**config.mk**
```make
export PLATFORM = sky130hd
export DESIGN_NAME = note_sequencer_flat
export DESIGN_NICKNAME = d
export VERILOG_FILES = /design/src/rtl/note_sequencer_pkg.sv /design/src/rtl/note_sequencer_if.sv /design/src/rtl/note_sequencer_beat_divider.sv /design/src/rtl/note_sequencer.sv /design/src/flat_wrapper.sv
export SDC_FILE = /design/constraint.sdc
export NUM_CORES = 1
export LEC_CHECK = 0
export BUFFER_PORTS_ARGS = -buffer_cell sky130_fd_sc_hd__clkbuf_2
export CAP_MARGIN = 20
export CORE_UTILIZATION = 38
export CTS_BUF_LIST = sky130_fd_sc_hd__clkbuf_4 sky130_fd_sc_hd__clkbuf_8
export CTS_CLUSTER_SIZE = 10
export DETAILED_ROUTE_END_ITERATION = 10
export PLACE_DENSITY = 0.67
export SLEW_MARGIN = 10
export SYNTH_ARGS = -nofsm -noshare
export SYNTH_HDL_FRONTEND = slang
export SYNTH_SLANG_ARGS = --single-unit
```
**constraint.sdc**
```tcl
create_clock -name clk -period 2.2 [get_ports clk]
set_input_delay 0 -clock clk [delete_from_list [all_inputs] [get_ports clk]]
set_output_delay 0 -clock clk [all_outputs]
set_load 0.02 [all_outputs]
```
**src/rtl/note_sequencer_pkg.sv**
```systemverilog
//------------------------------------------------------------------------------
// Module      : note_sequencer_pkg
// Description : Shared note codes, sequencer state encoding and ROM word layout.
// Revision    : 1.0 - initial release
//------------------------------------------------------------------------------
`timescale 1ns/1ps
`default_nettype none

package note_sequencer_pkg;

    localparam int NOTE_W_DEF   = 3;
    localparam int DUR_W_DEF    = 8;
    localparam int ADDR_W_DEF   = 8;
    localparam int TICK_DIV_DEF = 421875;

    localparam logic [2:0] NOTE_REST = 3'd0;
    localparam logic [2:0] NOTE_C    = 3'd1;
    localparam logic [2:0] NOTE_D    = 3'd2;
    localparam logic [2:0] NOTE_E    = 3'd3;
    localparam logic [2:0] NOTE_F    = 3'd4;
    localparam logic [2:0] NOTE_G    = 3'd5;
    localparam logic [2:0] NOTE_A    = 3'd6;
    localparam logic [2:0] NOTE_B    = 3'd7;

    typedef enum logic [2:0] {
        ST_IDLE  = 3'd0,
        ST_FETCH = 3'd1,
        ST_LATCH = 3'd2,
        ST_PLAY  = 3'd3,
        ST_DONE  = 3'd4
    } state_t;

    // ROM word is {note, dur}: duration in the low field, note above it
    localparam int ROM_DUR_LSB = 0;

    function automatic int rom_note_lsb(input int dur_w);
        return dur_w;
    endfunction

endpackage

`default_nettype wire

```
**src/rtl/note_sequencer_if.sv**
```systemverilog
//------------------------------------------------------------------------------
// Module      : note_sequencer_if
// Description : Song ROM, detector and judgement signals of the note sequencer.
// Revision    : 1.0 - initial release
//------------------------------------------------------------------------------
`timescale 1ns/1ps
`default_nettype none

interface note_sequencer_if #(
    parameter int NOTE_W = 3,
    parameter int DUR_W  = 8,
    parameter int ADDR_W = 8
);
    logic                    start;
    logic                    pause;
    logic [ADDR_W-1:0]       rom_addr;
    logic [NOTE_W+DUR_W-1:0] rom_data;
    logic [NOTE_W-1:0]       detected_note;
    logic                    detected_valid;
    logic [NOTE_W-1:0]       current_note;
    logic                    note_active;
    logic                    hit_pulse;
    logic                    miss_pulse;
    logic                    beat_tick;
    logic                    busy;
    logic                    song_done;

    // master is the sequencer itself, slave is the surrounding system
    modport master (
        input  start, pause, rom_data, detected_note, detected_valid,
        output rom_addr, current_note, note_active, hit_pulse, miss_pulse,
               beat_tick, busy, song_done
    );

    modport slave (
        output start, pause, rom_data, detected_note, detected_valid,
        input  rom_addr, current_note, note_active, hit_pulse, miss_pulse,
               beat_tick, busy, song_done
    );
endinterface

`default_nettype wire

```
**src/rtl/note_sequencer_beat_divider.sv**
```systemverilog
//------------------------------------------------------------------------------
// Module      : note_sequencer_beat_divider
// Description : Counts 0..TICK_DIV-1 while enabled; strobes beat_tick on wrap.
// Revision    : 1.0 - initial release
//------------------------------------------------------------------------------
`timescale 1ns/1ps
`default_nettype none

module note_sequencer_beat_divider #(
    parameter int TICK_DIV = 421875
) (
    input  logic clk,
    input  logic reset,
    input  logic en,
    output logic beat_tick
);
    localparam int CNT_W = (TICK_DIV > 1) ? $clog2(TICK_DIV) : 1;
    localparam logic [CNT_W-1:0] C_LAST = CNT_W'(TICK_DIV - 1);

    logic [CNT_W-1:0] r_cnt;
    logic             w_wrap;

    assign w_wrap    = (r_cnt == C_LAST);
    assign beat_tick = en && w_wrap;

    always_ff @(posedge clk or posedge reset) begin
        if (reset) begin
            r_cnt <= '0;
        end else if (en) begin
            r_cnt <= w_wrap ? '0 : r_cnt + CNT_W'(1);
        end
    end
endmodule

`default_nettype wire

```
**src/rtl/note_sequencer.sv**
```systemverilog
//------------------------------------------------------------------------------
// Module      : note_sequencer
// Description : Steps a {note, dur} song ROM on the beat tick and judges the
//               detected note against the expected one (hit / miss pulses).
// Revision    : 1.0 - initial release
//------------------------------------------------------------------------------
`timescale 1ns/1ps
`default_nettype none

module note_sequencer
    import note_sequencer_pkg::*;
#(
    parameter int NOTE_W   = NOTE_W_DEF,
    parameter int DUR_W    = DUR_W_DEF,
    parameter int ADDR_W   = ADDR_W_DEF,
    parameter int TICK_DIV = TICK_DIV_DEF
) (
    input  logic             clk,
    input  logic             reset,
    note_sequencer_if.master bus
);
    localparam int C_NOTE_LSB = rom_note_lsb(DUR_W);

    state_t             r_state,    w_state_nxt;
    logic [ADDR_W-1:0]  r_addr,     w_addr_nxt;
    logic [NOTE_W-1:0]  r_note,     w_note_nxt;
    logic [DUR_W-1:0]   r_dur,      w_dur_nxt;
    logic               r_hit_flag, w_hit_flag_nxt;

    logic               w_tick;
    logic               w_hit;
    logic               w_miss;
    logic               w_is_note;
    logic [NOTE_W-1:0]  w_rom_note;
    logic [DUR_W-1:0]   w_rom_dur;

    assign w_rom_note = bus.rom_data[C_NOTE_LSB +: NOTE_W];
    assign w_rom_dur  = bus.rom_data[ROM_DUR_LSB +: DUR_W];
    assign w_is_note  = (r_note != NOTE_W'(NOTE_REST));

    note_sequencer_beat_divider #(
        .TICK_DIV (TICK_DIV)
    ) u_beat_divider (
        .clk       (clk),
        .reset     (reset),
        .en        (!bus.pause),
        .beat_tick (w_tick)
    );

    always_ff @(posedge clk or posedge reset) begin
        if (reset) begin
            r_state    <= ST_IDLE;
            r_addr     <= '0;
            r_note     <= '0;
            r_dur      <= '0;
            r_hit_flag <= 1'b0;
        end else begin
            r_state    <= w_state_nxt;
            r_addr     <= w_addr_nxt;
            r_note     <= w_note_nxt;
            r_dur      <= w_dur_nxt;
            r_hit_flag <= w_hit_flag_nxt;
        end
    end

    always_comb begin
        w_state_nxt    = r_state;
        w_addr_nxt     = r_addr;
        w_note_nxt     = r_note;
        w_dur_nxt      = r_dur;
        w_hit_flag_nxt = r_hit_flag;
        w_hit          = 1'b0;
        w_miss         = 1'b0;

        case (r_state)
            ST_IDLE, ST_DONE: begin
                if (bus.start) begin
                    w_addr_nxt  = '0;
                    w_state_nxt = ST_FETCH;
                end
            end
            ST_FETCH: begin
                w_state_nxt = ST_LATCH;
            end
            ST_LATCH: begin
                w_note_nxt     = w_rom_note;
                w_dur_nxt      = w_rom_dur;
                w_hit_flag_nxt = 1'b0;
                w_state_nxt    = (w_rom_dur == '0) ? ST_DONE : ST_PLAY;
            end
            ST_PLAY: begin
                // Detection is independent of the beat so it stays live under pause
                w_hit = w_is_note && bus.detected_valid &&
                        (bus.detected_note == r_note) && !r_hit_flag;
                if (w_hit) begin
                    w_hit_flag_nxt = 1'b1;
                end
                if (w_tick) begin
                    w_dur_nxt = r_dur - DUR_W'(1);
                    if (r_dur == DUR_W'(1)) begin
                        w_miss = w_is_note && !r_hit_flag && !w_hit;
                        if (r_addr == '1) begin
                            w_state_nxt = ST_DONE;
                        end else begin
                            w_addr_nxt  = r_addr + ADDR_W'(1);
                            w_state_nxt = ST_FETCH;
                        end
                    end
                end
            end
            default: begin
                w_state_nxt = ST_IDLE;
            end
        endcase
    end

    assign bus.rom_addr     = r_addr;
    assign bus.current_note = r_note;
    assign bus.note_active  = (r_state == ST_PLAY) && w_is_note;
    assign bus.hit_pulse    = w_hit;
    assign bus.miss_pulse   = w_miss;
    assign bus.beat_tick    = w_tick;
    assign bus.busy         = (r_state != ST_IDLE) && (r_state != ST_DONE);
    assign bus.song_done    = (r_state == ST_DONE);
endmodule

`default_nettype wire

```
**src/flat_wrapper.sv**
```systemverilog
// flat-port wrapper written by rule: the top's interface ports become plain ports
module note_sequencer_flat import note_sequencer_pkg::*;
#(
    parameter int NOTE_W   = NOTE_W_DEF,
    parameter int DUR_W    = DUR_W_DEF,
    parameter int ADDR_W   = ADDR_W_DEF,
    parameter int TICK_DIV = TICK_DIV_DEF
)
  (clk, reset, bus_start, bus_pause, bus_rom_data, bus_detected_note, bus_detected_valid, bus_rom_addr, bus_current_note, bus_note_active, bus_hit_pulse, bus_miss_pulse, bus_beat_tick, bus_busy, bus_song_done);
  note_sequencer_if #(.NOTE_W(NOTE_W), .DUR_W(DUR_W), .ADDR_W(ADDR_W)) bus_i ();
  input  logic clk;
  input  logic reset;
  input wire logic [$bits(bus_i.start)-1:0] bus_start;
  input wire logic [$bits(bus_i.pause)-1:0] bus_pause;
  input wire logic [$bits(bus_i.rom_data)-1:0] bus_rom_data;
  input wire logic [$bits(bus_i.detected_note)-1:0] bus_detected_note;
  input wire logic [$bits(bus_i.detected_valid)-1:0] bus_detected_valid;
  output wire logic [$bits(bus_i.rom_addr)-1:0] bus_rom_addr;
  output wire logic [$bits(bus_i.current_note)-1:0] bus_current_note;
  output wire logic [$bits(bus_i.note_active)-1:0] bus_note_active;
  output wire logic [$bits(bus_i.hit_pulse)-1:0] bus_hit_pulse;
  output wire logic [$bits(bus_i.miss_pulse)-1:0] bus_miss_pulse;
  output wire logic [$bits(bus_i.beat_tick)-1:0] bus_beat_tick;
  output wire logic [$bits(bus_i.busy)-1:0] bus_busy;
  output wire logic [$bits(bus_i.song_done)-1:0] bus_song_done;
  assign bus_i.start = bus_start;
  assign bus_i.pause = bus_pause;
  assign bus_i.rom_data = bus_rom_data;
  assign bus_i.detected_note = bus_detected_note;
  assign bus_i.detected_valid = bus_detected_valid;
  assign bus_rom_addr = bus_i.rom_addr;
  assign bus_current_note = bus_i.current_note;
  assign bus_note_active = bus_i.note_active;
  assign bus_hit_pulse = bus_i.hit_pulse;
  assign bus_miss_pulse = bus_i.miss_pulse;
  assign bus_beat_tick = bus_i.beat_tick;
  assign bus_busy = bus_i.busy;
  assign bus_song_done = bus_i.song_done;
  note_sequencer #(.NOTE_W(NOTE_W), .DUR_W(DUR_W), .ADDR_W(ADDR_W), .TICK_DIV(TICK_DIV)) u_core (.clk(clk), .reset(reset), .bus(bus_i));
endmodule
```
======== Word level (Yosys, flattened, before mapping) ========
Index checks and enable logic that the tools add are counted.
storage, ports and cells
  flip-flop bits (word level) ............. 42
  bits of input ports ..................... 19
  output and inout port bits .............. 17
  word-level logic and storage cells ...... 65
operators by class
  $add $sub $neg .......................... 3
  equality and inequality tests ........... 14
  mux-type cells .......................... 20
  reductions and logical operators ........ 22
operators by type and width
  cell                                                                   number
  8-bit two-way mux                                                      5
  8-bit one-hot mux with 2 select lines                                  2
  19-bit by 1-bit adder with 19-bit output, second input constant        1
  19-bit equality test, second input constant                            1
  19-bit two-way mux                                                     1
  3-bit two-way mux                                                      5
  3-bit one-hot mux with 4 select lines                                  1
  8-bit by 1-bit adder with 8-bit output, second input constant          1
  8-bit by 1-bit equality test with 1-bit output, second input constant  1
  8-bit equality test, second input constant                             1
  1-bit logical AND                                                      8
  8-bit zero test                                                        1
  8-bit by 1-bit subtractor with 8-bit output, second input constant     1
  3-bit by 2-bit equality test with 1-bit output, second input constant  2
  2-bit != test, second input constant                                   3
  3-bit nonzero test                                                     2
  1-bit two-way mux                                                      5
  5-bit AND reduction                                                    1
  2-bit by 1-bit != test with 1-bit output, second input constant        2
  2-bit AND reduction                                                    2
  2-bit nonzero test                                                     2
  3-bit by 1-bit equality test with 1-bit output, second input constant  1
  3-bit equality test                                                    1
  3-bit equality test, second input constant                             1
  other kinds (6)                                                        8

======== Longest topological paths before layout ========
  depth in word-level cells ............... 9
  gate-level depth with buffers ........... 8
  gate-level depth less buffers ........... 8

======== Cells and area by module ========
Synthesis repeated with hierarchy kept, for this count alone.
unflattened totals
  cells, all modules ...................... 253
  area, all modules ....................... 2384.8 sq um
modules (own cells, without submodules)
  module                       times used  cells an instance  area each (sq um)  sequential area each (sq um)
  note_sequencer               1           151                1383.8             575.6
  note_sequencer_beat_divider  1           102                1001.0             475.5

======== Worst setup path after synthesis ========
Ideal clock, no wire load.
  kind .................................... register -> register
  start ................................... register u_core.u_beat_divider.r_cnt[0]
  end ..................................... register u_core.r_dur[7]
  library setup time ...................... 120 ps
  arrival time ............................ 1644 ps
  required time ........................... 2080 ps
  slack ................................... 436 ps
  cell stages (with the launch flop) ...... 9
  buffers on the path ..................... 1
  period minus slack after synthesis ...... 1764 ps
  path through ............................ dfrtp_1 inv_1 ha_1 and4bb_1 and3_4 buf_6 nand3_1 or3_1 and3_1
on the way
  cells in the longest elaborated chain, start to end .. 4
RTL lines
  what                           RTL line                           RTL
  from (decl)                    note_sequencer_beat_divider.sv:20  logic [CNT_W-1:0] r_cnt;
  from (signal assigned)         note_sequencer_beat_divider.sv:30  r_cnt <= w_wrap ? '0 : r_cnt + CNT_W'(1);
  19-bit equality test           note_sequencer_beat_divider.sv:23  assign w_wrap = (r_cnt == C_LAST);
  1-bit logical AND              note_sequencer_beat_divider.sv:24  assign beat_tick = en && w_wrap;
  2-bit != test (no line)        -
  2-bit AND reduction (no line)  -
  to (signal assigned)           note_sequencer.sv:61               r_dur <= w_dur_nxt;
  to (decl)                      note_sequencer.sv:27               logic [DUR_W-1:0] r_dur, w_dur_nxt;
No other way between the ends.
A chain may end at the register's enable or synchronous reset.

======== Final worst setup path ========
  start ................................... register u_core.u_beat_divider.r_cnt[0]
  end ..................................... output port bus_beat_tick
on the way
  cells in the longest elaborated chain, start to end .. 2
RTL lines
  what                  RTL line                           RTL
  19-bit equality test  note_sequencer_beat_divider.sv:23
  1-bit logical AND     note_sequencer_beat_divider.sv:24
  to (decl)             flat_wrapper.sv:23                 output wire logic [$bits(bus_i.beat_tick)-1:0] bus_beat_tick;
No other way between the ends.

==> out/metrics.cfg <==
[outcome]
outcome=complete, no violations

[sta]
max_freq_mhz=492.9
worst_slew_pin_slew_ns=0.5338
maxSlewHeadroom_pct=64.42
period_needed_ns=2.029
rsz0062_at_grt=false
fin_hold_ws_ns=0.01290
finalSetupViolCount=0
tns_ns=0
drv_slew=0
skew_ns=0.007689
finalHoldViolCount=0
period_share_pct=92.21

[global_route]
overflow=0
grt_pass1_vias=1845
grt_max_degree=43
grt_pass1_wl_microns=8659
grt_use_total_pct=16.60
antenna_found_initial=0

[power]
sw_frac_of_total_pct=37.64
p_switching_uw=962.7
p_leak_nw=1.320
combPwrFrac_pct=32.3
p_clk_share_pct=19.9
seqPwrFrac_pct=47.7
total_power_mw=2.558
power_per_cell_area_nw_per_um2=891.6
cell_internal_pwr_mw=1.595
ir_drop_mv=0.5781

[clock_tree]
cts_tree=yes
insertion_delay_ns=0.30
clkTransAtPathRegs_ns=0.08
cts.sinks=42
cts_resized=0
clock-root-buffer=clkbuf_8
cts_buffer_depth=2
cts_buffers=5
cts_max_level=2

[placement]
port-buffer-count=35
dp.final_hpwl_microns=3693
place_congestion=0.7926
place_inst=374

[yosys]
synth_edf_count=0
synthesis.area_sq_um=2470
synth-main-ff-cell=dfrtp_1
synth_common_cells=dfrtp_1 (42), nand2_1 (23), nand3_1 (23), nor2_1 (21), a21oi_1 (16)
yosysMostFrequentCell=dfrtp_1
yosysUniqueCellTypes=52
yosys_warnings=0
seq_area_frac_synth_pct=42.55
netlist_instances=265
synth_seq_cells=42
syn-num-nets=289
netlist.area_leader.share_pct=42.55
yosys.area.top_type=dfrtp_1
synth_area_leaders=dfrtp_1 (43%), nand3_1 (4.7%), nand2_1 (3.5%)
synth.avg_cell_area_sq_um=9.320
synthArstFlopShare_pct=100.0

[floorplan]
start_util_pct=39.12
dieArea_sq_um=6826
fp.coreArea_sq_um=6314
pin_count=36
die_width_microns=82.62
die_height_microns=82.62
rows=29

[setup_path]
r2r-start=u_core.u_beat_divider.r_cnt[0]$_DFFE_PP0N_
path_cells=inv_1 -> ha_1 -> and4bb_1 -> and3_4 -> nand2_1 -> inv_1 -> buf_4 -> clkbuf_2
worst_ep_required_time_ns=2.20
end_kind=primary output
worst-r2r-cell-count=8
startpoint_type=register
cp_slowest_cell=dfrtp_1
cp_max_fo=12
critPathBufInv=4
worst_ep_arrival_time_ns=2.03
path_class=register to primary output
cp_common_cell=inv_1
slowest_delay_ns=0.41
reg2reg_slack_ns=0.32
path_delay_family=simple AND/OR/NAND/NOR gates
r2r_end=u_core.r_dur[7]$_DFFE_PP0P_

[min_path]
hold_depth=3
hold_path.class=primary input to register
hold_start=bus_detected_valid
hold_end=u_core.r_hit_flag$_DFFE_PP0P_

[drt]
drt-pass1-iter-count=4
drt-total-wl_microns=5157
ant_nets=0
wl_per_cell_microns=13.39
dr.first_iter.drc_count=103
route.detailed.drc=0
routed_via_density=5.532
vias=2130

[cells_and_area]
fin_cells=385
area_delta_synth_final_pct=16.16
n_fill_cell=612
insertedDiodeCount=0
nNetsFinal=332
drive_above_1_share_pct=20.45

[flow_run]
max-cap-violations=0

==> layout by cell type, fill, tap and decap left out, types with 7 or more instances in the layout <==
cell      instances
buf_4             7
a21oi_1          16
nand3_1          23
xor2_1            7
inv_1            11
nand4_1           7
and3_1            7
o21ai_0          11
nand2_1          23
dfrtp_1          42
clkbuf_2         35
nor2_1           21
==> metrics by stage <==
stage | area, sq um | util [%] | setup WS (ns)
6_report | 2869 | 45.44 | 0.1714
5_1_grt | 2869 | 45.44 | 0.01030
4_1_cts | 2869 | 45.44 | 0.1412
3_5_place_dp | 2745 | 43.48 | 0.3289
3_3_place_gp | 2745 | 43.48 | 0.3675
2_1_floorplan | 2470 | - | 0.4364
==> power groups by stage <==
stage / logic (mW) / clock network (mW) / registers (mW)
after global routing: 0.931 / 0.559 / 1.26
after detailed placement: 0.824 / 0 / 1.23
after CTS: 0.833 / 0.526 / 1.22
after floorplan: 0.598 / 0 / 1.21
final: 0.826 / 0.510 / 1.22
after global placement: 0.808 / 0 / 1.23
==> per-layer routing <==
metal | vias up | track usage [%] | wire length (microns)
li1 | 1059 | - | -
met1 | 1009 | 22.63 | 2534
met2 | 54 | 26.12 | 2316
met3 | 8 | 3.297 | 242
met4 | 0 | 5.690 | 63
met5 | - | 0 | 0
==> state kept, by name, indices dropped and copies added, names as in the netlist <==
signal                       flops
u_core.r_hit_flag                1
u_core.u_beat_divider.r_cnt     19
u_core.r_dur                     8
u_core.bus.rom_addr              8
u_core.bus.current_note          3
u_core.r_state                   3
==> cell type report <==
type                    count  area (sq um)  share of cell area [%]
multi-input cells         202          1329                   46.31
flip-flops and latches     42          1051                   36.63
repair buffers             46         267.8                   9.333
well taps                  77         96.34                   3.358
clock buffers               7         83.83                   2.922
inverters                  11         41.29                   1.439
==> worst reg2reg max path, delay by kind of cell, from the launching register on <==
kind | cells | cell delay (ns)
buf+inv | 2 | 0.16
simple gates | 4 | 0.68
fa+ha+maj | 1 | 0.18
flops | 1 | 0.40
compound gates | 1 | 0.36
==> worst max-delay path by stage <==
| stage | start | to | slack, ns | cells past startpoint |
|---|---|---|---|---|
| floorplan | u_core.u_beat_divider.r_cnt[0]$_DFFE_PP0N_ | u_core.r_dur[7]$_DFFE_PP0P_ | 0.44 | 8 |
| detailed placement | u_core.u_beat_divider.r_cnt[0]$_DFFE_PP0N_ | u_core.r_dur[7]$_DFFE_PP0P_ | 0.33 | 8 |
| global route | u_core.u_beat_divider.r_cnt[0]$_DFFE_PP0N_ | bus_beat_tick | 0.01 | 8 |
| global placement | u_core.u_beat_divider.r_cnt[0]$_DFFE_PP0N_ | u_core.r_dur[7]$_DFFE_PP0P_ | 0.37 | 8 |
| CTS | u_core.u_beat_divider.r_cnt[0]$_DFFE_PP0N_ | bus_beat_tick | 0.14 | 8 |
| finish | u_core.u_beat_divider.r_cnt[0]$_DFFE_PP0N_ | bus_beat_tick | 0.17 | 8 |
==> what timing repair did <==
item,CTS,global route
endpoints found under the hold margin,45,0
buffers inserted,0,0
hold buffers,4,0
==> cell families after synthesis <==
kind of cell / Yosys count / share of synthesized area (%)
and+or+nand+nor: 124 / 30.14
AOI/OAI and AO/OA: 54 / 13.93
DFF: 42 / 42.55
buffers and inverters: 21 / 3.647
xor gates and xnor gates: 13 / 4.610
muxes: 6 / 2.584
adders and majority gates: 5 / 2.533
Note: power is estimated with default switching activity, not from simulation.
